==> src/rtl/pcap_word_packer.sv <==
// pcap_word_packer: pairs 144-bit packet words into 288-bit FIFO words,
// padding odd packet tails with a zero upper half.
module pcap_word_packer #(
  parameter int IN_WIDTH  = 144,
  parameter int OUT_WIDTH = 288,
  parameter int CNT_WIDTH = 32
) (
  input  logic                 clk,
  input  logic                 rst,
  input  logic [IN_WIDTH-1:0]  s_data,
  input  logic                 s_valid,
  input  logic                 s_last,
  output logic                 s_ready,
  output logic [OUT_WIDTH-1:0] fifo_din,
  output logic                 fifo_wr_en,
  input  logic                 fifo_full,
  input  logic                 fifo_prog_full,
  output logic [CNT_WIDTH-1:0] pair_cnt,
  output logic [CNT_WIDTH-1:0] pad_cnt
);

  typedef enum logic {
    EMPTY = 1'b0,
    HALF  = 1'b1
  } state_t;

  state_t               state_q, state_d;
  logic [IN_WIDTH-1:0]  low_q, low_d;
  logic [OUT_WIDTH-1:0] dout_q, dout_d;
  logic                 out_valid_q, out_valid_d;
  logic                 pad_pending_q, pad_pending_d;
  logic [CNT_WIDTH-1:0] pair_q, pad_q;
  logic                 accept;
  logic                 wr;

  // prog_full only blocks new pairs; a held low half may always finish
  assign s_ready = !rst
                 && !(out_valid_q && fifo_full)
                 && !(state_q == EMPTY && fifo_prog_full);

  assign accept = s_valid && s_ready;
  assign wr     = out_valid_q && !fifo_full && !rst;

  assign fifo_wr_en = wr;
  assign fifo_din   = dout_q;
  assign pair_cnt   = pair_q;
  assign pad_cnt    = pad_q;

  always_comb begin
    state_d       = state_q;
    low_d         = low_q;
    dout_d        = dout_q;
    out_valid_d   = out_valid_q && !wr;
    pad_pending_d = pad_pending_q && !wr;
    if (accept) begin
      unique case (state_q)
        EMPTY: begin
          if (s_last) begin
            out_valid_d   = 1'b1;
            dout_d        = {{IN_WIDTH{1'b0}}, s_data};
            pad_pending_d = 1'b1;
          end else begin
            low_d   = s_data;
            state_d = HALF;
          end
        end
        HALF: begin
          out_valid_d   = 1'b1;
          dout_d        = {s_data, low_q};
          pad_pending_d = 1'b0;
          state_d       = EMPTY;
        end
        default: state_d = EMPTY;
      endcase
    end
  end

  always_ff @(posedge clk) begin
    if (rst) begin
      state_q       <= EMPTY;
      low_q         <= '0;
      dout_q        <= '0;
      out_valid_q   <= 1'b0;
      pad_pending_q <= 1'b0;
    end else begin
      state_q       <= state_d;
      low_q         <= low_d;
      dout_q        <= dout_d;
      out_valid_q   <= out_valid_d;
      pad_pending_q <= pad_pending_d;
    end
  end

  always_ff @(posedge clk) begin
    if (rst) begin
      pair_q <= '0;
      pad_q  <= '0;
    end else if (wr) begin
      pair_q <= pair_q + CNT_WIDTH'(1);
      if (pad_pending_q)
        pad_q <= pad_q + CNT_WIDTH'(1);
    end
  end

endmodule

==> config.mk <==
export PLATFORM = sky130hd
export DESIGN_NAME = pcap_word_packer
export DESIGN_NICKNAME = d
export VERILOG_FILES = /design/src/rtl/pcap_word_packer.sv
export SDC_FILE = /design/constraint.sdc
export NUM_CORES = 1
export LEC_CHECK = 0
export BUFFER_PORTS_ARGS = -buffer_cell sky130_fd_sc_hd__buf_2
export CORE_AREA = 5 5 195 197
export DETAILED_ROUTE_END_ITERATION = 6
export DIE_AREA = 0 0 200 202
export PLACE_DENSITY_LB_ADDON = 0.08
export RECOVER_POWER = 25
export SLEW_MARGIN = 20
export SYNTH_ARGS = -nofsm -noshare
export SYNTH_HDL_FRONTEND = slang
export SYNTH_SLANG_ARGS = --single-unit
export TNS_END_PERCENT = 1
==> constraint.sdc <==
create_clock -name clk -period 3.1 [get_ports clk]
set_input_delay 0.465 -clock clk [delete_from_list [all_inputs] [get_ports clk]]
set_output_delay 0.465 -clock clk [all_outputs]
set_load 0.005 [all_outputs]
* Yosys cells after proc, flatten, opt, wreduce, memory -nomap -nowiden
Index checks and enable logic that the tools add are counted.
** Storage, ports and cells
- Register bits after elaboration :: 499
- Latch bits :: 0
- Memory bits (writable) :: 0
- Bits in read-only memories :: 0
- Input bits :: 150
- Logic and storage cells :: 39
- Memories :: 0
** Operators by class
- $add $sub $neg :: 2
- $mul :: 0
- Divide/modulo/power cells :: 0
- Order comparisons :: 0
- Equal/unequal tests :: 1
- Shifts and indexed selects :: 0
- Muxes and demuxes :: 10
- Bitwise logic cells :: 2
- Reduce and logical (&&, ||, !) cells :: 17
** Operators by type and width (number)
- $pmux 288 s2 :: 1
- $mux 288 :: 1
- $add 32x1->32 const B :: 2
- $logic_and 1x1->1 :: 9
- $pmux 1 s2 :: 3
- $logic_not 1->1 :: 5
- $mux 1 :: 5
- $reduce_and 2->1 :: 2
- $reduce_and 3->1 :: 1
- $ne 2x2->1 const B :: 1
- $not 1->1 :: 2

* Longest topological paths before layout
- Depth after elaboration :: 8
- Gate-level depth with buffers :: 8

* Least setup slack after synthesis
No wires, ideal clock.
- Path type :: input to register
- From :: input port rst
- To :: register pair_q[18], in the netlist pair_cnt[18]
- Arrival time :: 1940 ps
- Required time :: 2965 ps
- Setup slack :: 1025 ps
- Stages on the path :: 6
- Buffers on the path :: 2
- Cell sequence :: or3b_4 or3_1 buf_2 buf_2 o311ai_0 o41ai_1
** Between the ends
- Word-level cells in the longest chain between the ends :: 2
** Ends and longest elaborated chain
- start: declaration :: RTL line 9 : input logic rst,
- $logic_not 1->1 :: RTL line 42 : assign wr = out_valid_q && !fifo_full && !rst;
- $logic_and 1x1->1 :: RTL line 42
- end signal: assignment :: RTL line 99 : pair_q <= pair_q + CNT_WIDTH'(1);
- end: declaration :: RTL line 32 : logic [CNT_WIDTH-1:0] pair_q, pad_q;
Parallel ways exist; a longest one is shown, timed or not.
A chain may end at the register's enable or synchronous reset.

* Worst setup path in the final report
- From :: register out_valid_q
- To :: output port fifo_wr_en
** Between the ends
- Word-level cells in the longest chain between the ends :: 2
** Ends and longest elaborated chain
- start: declaration :: RTL line 30 : logic out_valid_q, out_valid_d;
- start signal: assignment :: RTL line 89 : out_valid_q <= out_valid_d;
- $logic_and 1x1->1 (2 in a row) :: RTL line 42
- end: declaration :: RTL line 15 : output logic fifo_wr_en,
Every way passes these cells.

==> metrics.txt <==
status finished clean; Fin. Hold Viols 0; synth-to-layout area growth 22.0%; Die H 202 um; slowest CP cell or3b_1; setup bufs post-CTS 0; clock sink total 499; gr ovfl total 0; Ports 504; Yosys reg bits 499; register area share after synthesis 52.2%; Worst Hold Class in2reg; f_max 0.416 GHz; initial antenna violation count 6; first-pass GRT wire length 88,100 um; setup tns final 0 ns; Mapped Nets 2,298; MaxCap Viol Count 0; synth unique cells 42; worst r2r dst pad_cnt[24]; Static Leak 8.49 nW; most frequent cells in the layout dfxtp_1 (498), buf_2 (344), nand2_1 (321); Tmin final 2.40 ns; Routed WL 57,100 um; layout cell share with drive strength beyond 1 17.6%; syn avg cell area 8.91 um2; vias in the first global route 16,000; remaining antenna violation count 0; pwr dens 579 nW/um2; htree depth 2; overall power 0.0135 W; CTS Buf Count 51; area share of the leading cell type in the synthesized netlist 52.2%; crit-path max FO 10; Required @ worst endpoint 2.63 ns; Initial DRT Pass Iterations 5; core area 36,100 um2; Hold Startpoint s_data[5]; flop2flop setup slack 0.72 ns; largest net degree at the start of global routing 195; hold buffer count at CTS 0; Worst Skew 0.0190 ns; Clock transition at path regs 0.06 ns; placed cells 2,957; Period Utilization, post-route 77.5%; Setup Crit Path Kind reg2out; CP Cell Sequence or3b_1 -> inv_1 -> buf_2; Async SR Flop Fraction 0%; Max IR drop VDD 0.000600 V; R2R cell count 5; CP Data Arrival Time 1.94 ns; Final nets 2,694; EDFF count, synth 0; Root Buffer clkbuf_16; Clock Latency Late Sink 0.58 ns; worst r2r src out_valid_q; # DRC 0; Relative slew margins 27.1%; worst-case hold path end point low_q[5]; YS warnings 0; top cells by area, synth dfxtp_1 (52%), mux2i_1 (7.5%), nand2_1 (6.3%); CP Capture Type primary output; Mapped Cells 2,146; area of the mapped netlist 19,100 um2; vias 17,200; Die W 200 um; DR iter-0 viols 1,152; IO buf count 503; Max Root-Sink Buffers 3; Cell Rows 70; Worst-Margin Slew 1.09 ns; Main synth FF type dfxtp_1; Final setup viols 0; worst hold margin 0.145 ns; WL per Instance 18.7 um; gpl congestion 0.867; Min-Delay Path Depth 3; crit path launch type register; Die Footprint 40,400 um2; Slew Limit Fails 0; commonest non-fill, non-tap cell in the layout dfxtp_1; Post-CTS Resized 0; RSZ-0062 raised after global routing false; Starting Density 53.0%; largest area contributor in the netlist dfxtp_1; Via density 5.65; Layout Cells excl Fill 3,050; CTS tree built; slowest stage delay, CP 0.46 ns; GRT Total Usage 26.8%; HPWL after detailed placement 39,000 um
worst max path at each step:
stage                            from            to
after floorplan                   rst  pair_cnt[18]
after global placement            rst   pad_cnt[24]
after detailed placement          rst   pad_cnt[24]
after CTS                 out_valid_q    fifo_wr_en
after global routing      out_valid_q   pad_cnt[24]
final                     out_valid_q    fifo_wr_en
power by group:
group          leakage (nW)  switching (W)  internal [W]
Combinational          3.64       0.000538      0.000301
Clock                 0.816        0.00248       0.00357
Sequential             4.04      0.0000707       0.00654
registers in the layout (all words and copies together) (netlist names):
register and cells:
pad_pending_q 1, pad_cnt 32, low_q 144, out_valid_q 1, state_q 1, pair_cnt 32
fifo_din 288
layout make-up:
cell class	instances	area [um2]
Fill cell	3200	12800
Clock inverter	10	106
Tap cell	468	586
Antenna cell	2	5.00
Multi-Input combinational cell	1455	8410
Clock buffer	81	1550
Timing Repair Buffer	526	2650
Sequential cell	499	9990
Inverter	9	33.8
cell usage after synthesis (all sizes together) (2+ instances only):
library cell,number
nand4bb,2
nand3,23
a22oi,144
or4,25
inv,9
and4,12
or2,2
o21ai,12
nand2,321
a21oi,185
nor2,309
o31ai,22
nor3,2
nand4,24
o41ai,9
or3,13
and3,10
ha,2
or4b,2
buf,43
dfxtp,499
a211oi,145
nor4,7
nor2b,2
xor2,11
mux2i,144
clkbuf,140
and2,4
xnor2,8
o311ai,4
critical path: cells and delay by family, from the launching register on:
| kind | cells | cell delay (ns) |
|---|---|---|
| simple gates | 1 | 0.46 |
| buf+inv | 2 | 0.50 |
| flops | 1 | 0.41 |
logic make-up after synthesis:
group / after synthesis / synth area share, %
AOI/OAI and AO/OA: 525 / 18.1
xor gates and xnor gates: 19 / 0.870
adders and majority gates: 2 / 0.131
buffers and inverters: 192 / 3.94
DFF: 499 / 52.2
muxes: 145 / 7.60
and+or+nand+nor: 764 / 17.1
per-layer routing:
layer	GRT usage, %	part of all wire, %	vias up	wire (um)
met3	7.03	8.4	116	4820
met4	10.1	3.7	8	2110
met1	33.8	41	8142	23200
li1	-	-	8380	-
met2	43.9	47	587	27000
met5	0	0.079	-	45
per-stage QoR:
stage | utilization (%) | area [um2] | setup slack (ns)
after CTS | 65.2 | 23500 | 0.717
after global routing | 64.6 | 23300 | 0.520
after global placement | 60.6 | 21900 | 0.495
after floorplan | - | 19100 | 1.02
final | 64.6 | 23300 | 0.698
after detailed placement | 60.6 | 21900 | 0.464
Power figures use the tool's default switching activity.
